File: src/rtl/uart_rx_core.sv
// 8N1 UART receiver: 2-flop synchroniser, mid-bit sampling FSM, valid/ready byte output.
// Optional parity bit (even/odd) is enabled with the UART_RX_PARITY_EN macro.
module uart_rx_core #(
    parameter int CLKS_PER_BIT = 868,
    parameter int DATA_BITS    = 8
`ifdef UART_RX_PARITY_EN
    ,
    parameter bit PARITY_ODD   = 1'b0
`endif
) (
    input  logic       clk,
    input  logic       rst,
    input  logic       rx_in,
    output logic [7:0] rx_data,
    output logic       rx_valid,
    input  logic       rx_ready,
    output logic       frame_err,
    output logic       overrun
`ifdef UART_RX_PARITY_EN
    ,
    output logic       parity_err
`endif
);

    localparam logic [15:0] HALF_M1  = 16'(CLKS_PER_BIT / 2 - 1);
    localparam logic [15:0] FULL_M1  = 16'(CLKS_PER_BIT - 1);
    localparam logic [2:0]  LAST_BIT = 3'(DATA_BITS - 1);

    typedef enum logic [2:0] {
        IDLE,
        START,
        DATA,
`ifdef UART_RX_PARITY_EN
        PARITY,
`endif
        STOP
    } state_t;

    logic [1:0]           sync_q;
    logic [1:0]           fill_q;
    logic                 rxs;
    logic                 rxs_q;
    logic                 start_edge;
    state_t               state_q;
    logic [15:0]          cnt_q;
    logic [2:0]           bit_idx_q;
    logic [DATA_BITS-1:0] shift_q;
    logic [7:0]           rx_data_q;
    logic [7:0]           rx_data_d;
    logic                 rx_valid_q;
    logic                 frame_err_q;
    logic                 overrun_q;
`ifdef UART_RX_PARITY_EN
    logic                 parity_bad_q;
    logic                 parity_err_q;
`endif

    assign rxs        = sync_q[1];
    assign start_edge = rxs_q & ~rxs;

    // The edge register stays low until the synchroniser holds real line samples,
    // so a line already low when reset releases cannot look like a start edge.
    always_ff @(posedge clk) begin
        if (rst) begin
            sync_q <= 2'b11;
            fill_q <= 2'b00;
            rxs_q  <= 1'b0;
        end else begin
            sync_q <= {sync_q[0], rx_in};
            fill_q <= {fill_q[0], 1'b1};
            rxs_q  <= fill_q[1] & rxs;
        end
    end

    always_comb begin
        rx_data_d                  = '0;
        rx_data_d[DATA_BITS-1:0]   = shift_q;
    end

    always_ff @(posedge clk) begin
        if (rst) begin
            state_q      <= IDLE;
            cnt_q        <= '0;
            bit_idx_q    <= '0;
            shift_q      <= '0;
            rx_data_q    <= '0;
            rx_valid_q   <= 1'b0;
            frame_err_q  <= 1'b0;
            overrun_q    <= 1'b0;
`ifdef UART_RX_PARITY_EN
            parity_bad_q <= 1'b0;
            parity_err_q <= 1'b0;
`endif
        end else begin
            frame_err_q <= 1'b0;
            overrun_q   <= 1'b0;
`ifdef UART_RX_PARITY_EN
            parity_err_q <= 1'b0;
`endif
            if (rx_valid_q && rx_ready) begin
                rx_valid_q <= 1'b0;
            end

            case (state_q)
                IDLE: begin
                    if (start_edge) begin
                        state_q <= START;
                        cnt_q   <= '0;
                    end
                end
                START: begin
                    if (cnt_q == HALF_M1) begin
                        cnt_q <= '0;
                        if (!rxs) begin
                            state_q   <= DATA;
                            bit_idx_q <= '0;
                        end else begin
                            state_q <= IDLE;
                        end
                    end else begin
                        cnt_q <= cnt_q + 16'd1;
                    end
                end
                DATA: begin
                    if (cnt_q == FULL_M1) begin
                        cnt_q   <= '0;
                        shift_q <= {rxs, shift_q[DATA_BITS-1:1]};
                        if (bit_idx_q == LAST_BIT) begin
`ifdef UART_RX_PARITY_EN
                            state_q <= PARITY;
`else
                            state_q <= STOP;
`endif
                        end else begin
                            bit_idx_q <= bit_idx_q + 3'd1;
                        end
                    end else begin
                        cnt_q <= cnt_q + 16'd1;
                    end
                end
`ifdef UART_RX_PARITY_EN
                PARITY: begin
                    if (cnt_q == FULL_M1) begin
                        cnt_q        <= '0;
                        state_q      <= STOP;
                        parity_bad_q <= (rxs != ((^shift_q) ^ PARITY_ODD));
                    end else begin
                        cnt_q <= cnt_q + 16'd1;
                    end
                end
`endif
                STOP: begin
                    if (cnt_q == FULL_M1) begin
                        cnt_q   <= '0;
                        state_q <= IDLE;
                        if (!rxs) begin
                            frame_err_q <= 1'b1;
`ifdef UART_RX_PARITY_EN
                        end else if (parity_bad_q) begin
                            parity_err_q <= 1'b1;
`endif
                        end else if (!rx_valid_q || rx_ready) begin
                            rx_data_q  <= rx_data_d;
                            rx_valid_q <= 1'b1;
                        end else begin
                            overrun_q <= 1'b1;
                        end
                    end else begin
                        cnt_q <= cnt_q + 16'd1;
                    end
                end
                default: begin
                    state_q <= IDLE;
                    cnt_q   <= '0;
                end
            endcase
        end
    end

    assign rx_data    = rx_data_q;
    assign rx_valid   = rx_valid_q;
    assign frame_err  = frame_err_q;
    assign overrun    = overrun_q;
`ifdef UART_RX_PARITY_EN
    assign parity_err = parity_err_q;
`endif

endmodule

File: config.mk
export PLATFORM = sky130hd
export DESIGN_NAME = uart_rx_core
export DESIGN_NICKNAME = d
export VERILOG_FILES = /design/src/rtl/uart_rx_core.sv
export SDC_FILE = /design/constraint.sdc
export NUM_CORES = 1
export LEC_CHECK = 0
export BUFFER_PORTS_ARGS = -buffer_cell sky130_fd_sc_hd__clkbuf_2
export CAP_MARGIN = 20
export CELL_PAD_IN_SITES_DETAIL_PLACEMENT = 1
export CELL_PAD_IN_SITES_GLOBAL_PLACEMENT = 1
export CORE_ASPECT_RATIO = 1.2
export CORE_MARGIN = 3
export CORE_UTILIZATION = 40
export CTS_CLUSTER_DIAMETER = 60
export DETAILED_ROUTE_END_ITERATION = 8
export PLACE_DENSITY = 0.73
export SLEW_MARGIN = 10
export SYNTH_ARGS = -nofsm -noshare
export SYNTH_HDL_FRONTEND = slang
export SYNTH_SLANG_ARGS = --single-unit
export TNS_END_PERCENT = 10
File: constraint.sdc
create_clock -name clk -period 4.8 [get_ports clk]
set_input_delay 0.96 -clock clk [delete_from_list [all_inputs] [get_ports clk]]
set_output_delay 0.96 -clock clk [all_outputs]
set_load 0.02 [all_outputs]
==> run summary <==
The critical path is of the in -> reg type. The clock tree buffer depth is 2, and the detailed-route via count is 1589. Peak supply drop: 0.202 mV. The final HPWL from detailed placement is 3.00 mm, and the post-CTS clock slew at the launch and capture registers of the worst setup and hold paths is 0.09 ns. Setup repair after global routing left no endpoint under its margin. The number of core rows is 27, and the number of synthesized register bits is 45. The first routing iteration left 67 violations. Met1 routed wirelength after detailed routing: 2.01 mm. The relative slew slack was 49.8%; the largest fanout on the critical path was 34. The worst setup path is captured at a flop. The source-to-sink clock delay at the later pin of the worst-skew pair was 0.30 ns; the die outline height was 83.5 um.

At the worst endpoint, the required time is 4.98 ns. For the final-stage net count, the log shows 238. After synthesis, the share of flip-flops with an asynchronous set or reset is 0%. For this design the static power due to leakage is 0.826 nW. After detailed routing, the total wire length is 4.20 mm. The buffer count from post-CTS setup fixing came out at 0. The mean area per synthesized cell was 9.27 sq um. The tools report the root buffer cell as clkbuf_8. Summing all non-filler instances in the final layout gives an area of 0.00221 sq mm.

Once the floorplan was initialized, standard cells occupied 42.7% of the core. Detailed-routed wire length on met2: 2.02 mm. TritonCTS built the clock tree.

The number of filler instances in the final layout is 552, and the final critical-path required period is 2.63 ns. The total of hold buffers inserted after clock tree synthesis is 0. The sequential-to-total area share from yosys stat is 45.0%.

The worst hold path class was reg -> reg. The final-report max-slew violation count was 0; the number of global-route vias before repair was 1515. The tools report the critical path arrival as 2.81 ns. Clock tree synthesis inserted a total of 5 buffers. The number of nets in the synthesized netlist is 224. The wire length of the first global-routing pass was 7.30 mm. Transition at the pin with the smallest max-transition slack: 0.746 ns. The detail route stage leaves a number of antenna-violating nets equal to 0. The post-synthesis cell type count was 46; the amount of wire on met3 after detailed routing was 116 um. The largest net degree at the start of global routing is 35. The logs give 0 for the antenna diode count and 0.00590 sq mm for the die footprint.

Adding up every negative setup slack in the final design gives 0 ns. In this run the top signal layer used is met4. The run gives 0 as the initial antenna violation count.

The run finished with clean final reports. Once placement finished, the instance area stood at 0.00210 sq mm. Once the clock tree was built, the resizer swapped 0 gates to a different size. The clock tree skew after final layout was 0.00926 ns; the number of enable flip-flop cells after synthesis was 0. The routed length per instance is 14.5 um.

Synthesis-to-layout area growth: 10.5%. The first detailed-routing pass ran for 4 iterations. 15 I/O pins were placed. Static timing analysis puts the maximum clock frequency at 380 MHz.

The tools report the count of unresolved DRC violations after routing as 0. The logs give 0.675 mW for the total power consumption of the routed design and 0 for the count of warnings emitted by yosys. CTS built an H-tree with a depth of 2. The global placement routability congestion came out at 0.756. Across every metal layer, demand over resource in global routing totals 15.2%.

For the reported max-cap violation count, the log shows 0. Counting every instance in the synthesized netlist gives 216. The worst setup path is launched from an input port. Power spread over the standard cell area amounts to 305 mW/mm^2. The final setup violation count was 0. The placeable core area is 0.00470 sq mm, and the cell area after synthesis is 0.00200 sq mm. The run gives 0 as the number of endpoints with negative hold slack in the final report. Of the available clock period, the critical path in the final layout requires 54.8%. The floorplan step set the die width to 70.6 um. For the CTS sink count, the log shows 45.

Buffers placed on the I/O ports in this run total 14. The tools report the total global routing overflow as 0. The share of final-layout standard cells stronger than drive strength 1 is 16.5%. Prevailing post-synth register cell: dfxtp_1. The number of vias per cell after detailed routing works out to 5.50.
## synth_stat cells, drive strengths merged (3+ instances only)
cell,n,share of area (%)
or3,3,1.0
and3,5,1.6
a21oi,10,2.5
clkbuf,6,1.1
nand3b,3,1.1
nand2,19,3.6
nor4,4,2.3
nand4,7,2.5
a31oi,11,3.4
or2,3,0.94
and2,5,1.6
buf,4,2.1
inv,7,1.3
o21ai,6,1.5
mux2i,18,9.0
nand3,5,1.2
nor2,24,4.5
dfxtp,45,45
ha,4,2.5
## routing by layer
layer	vias to the layer above	GRT usage, %
li1	804	-
met1	762	20.2
met2	19	24.2
met3	4	3.25
met4	0	5.64
met5	-	0
## critical path, cell delays in order
cell,delay [ns]
clkbuf_2,0.50
clkinv_1,0.37
a32o_2,0.49
and3_2,0.24
a221o_1,0.24
## state kept, by name (all words and copies together), names as in the netlist
name	flops
rx_data	8
rx_valid	1
state_q	2
cnt_q	16
rxs_q	1
sync_q	2
rx_data_d	8
fill_q	2
bit_idx_q	3
frame_err	1
overrun	1
## worst paths after layout
| path | from | to | slack, ns | cells past startpoint |
|---|---|---|---|---|
| worst max-delay path | rst | cnt_q[9]$_SDFFE_PP0P_ | 2.17 | 5 |
| worst min-delay path | sync_q[0]$_SDFF_PP1_ | sync_q[1]$_SDFF_PP1_ | 0.42 | 1 |
| worst max register to register | cnt_q[0]$_SDFFE_PP0P_ | rx_data[2]$_SDFFE_PP0P_ | 2.56 | 7 |
| worst min register to register | sync_q[0]$_SDFF_PP1_ | sync_q[1]$_SDFF_PP1_ | 0.42 | 1 |
## metrics by stage
step	cells	setup WS (ns)	hold slack [ns]	util, %
finish	289	2.17	0.420	47.1
global route	289	1.97	0.456	47.1
CTS	288	2.17	0.423	47.0
detailed placement	280	1.82	0.401	44.7
global placement	279	1.89	0.392	44.5
floorplan	216	2.61	0.389	-
## power by group
group	total, mW	internal [mW]	switching [mW]	leakage [nW]
Clock	0.286	0.156	0.130	0.0554
Sequential	0.376	0.375	0.00124	0.364
Combinational	0.0126	0.00350	0.00913	0.407
## cell families (layout without fill, tap and decap cells)
logic type,count (synthesis),count (layout),synth area share (%)
multiplexers,18,18,8.99
AO/OA/AOI/OAI,37,37,11.9
AND/OR/NAND/NOR,93,93,26.5
flip-flops,45,45,45.0
XOR/XNOR,1,1,0.437
adder cells (fa/ha/maj),4,4,2.50
buffers and inverters,18,33,4.68
## cell usage in the layout (no fill, tap or decap), types with 2 or more instances in the layout
cell type  netlist  final
dfxtp_1         45     45
nor2_1          24     24
nand2_1         19     19
mux2i_1         18     18
clkbuf_2         0     15
a31oi_1         11     11
a21oi_1         10     10
inv_1            7      7
nand4_1          6      6
o21ai_0          6      6
nand3_1          5      5
and2_1           5      5
clkbuf_8         0      5
and3_1           4      4
ha_1             4      4
or2_2            3      3
nand3b_1         3      3
nand2b_1         2      2
a211oi_1         2      2
nor2b_1          2      2
and4_2           2      2
or3_1            2      2
o32ai_1          2      2
nor3_1           2      2
nor4_1           2      2
or2b_1           2      2
buf_4            2      2
## area by class of cell
class / instances / area (sq um) / area share [%]
Tap cell: 58 / 72.6 / 3.28
Sequential cell: 45 / 901 / 40.7
Multi-Input combinational cell: 153 / 1010 / 45.6
Timing Repair Buffer: 17 / 90.1 / 4.07
Inverter: 8 / 30.0 / 1.36
Clock buffer: 6 / 72.6 / 3.28
Clock inverter: 2 / 38.8 / 1.75
Power figures use the tool's default switching activity.
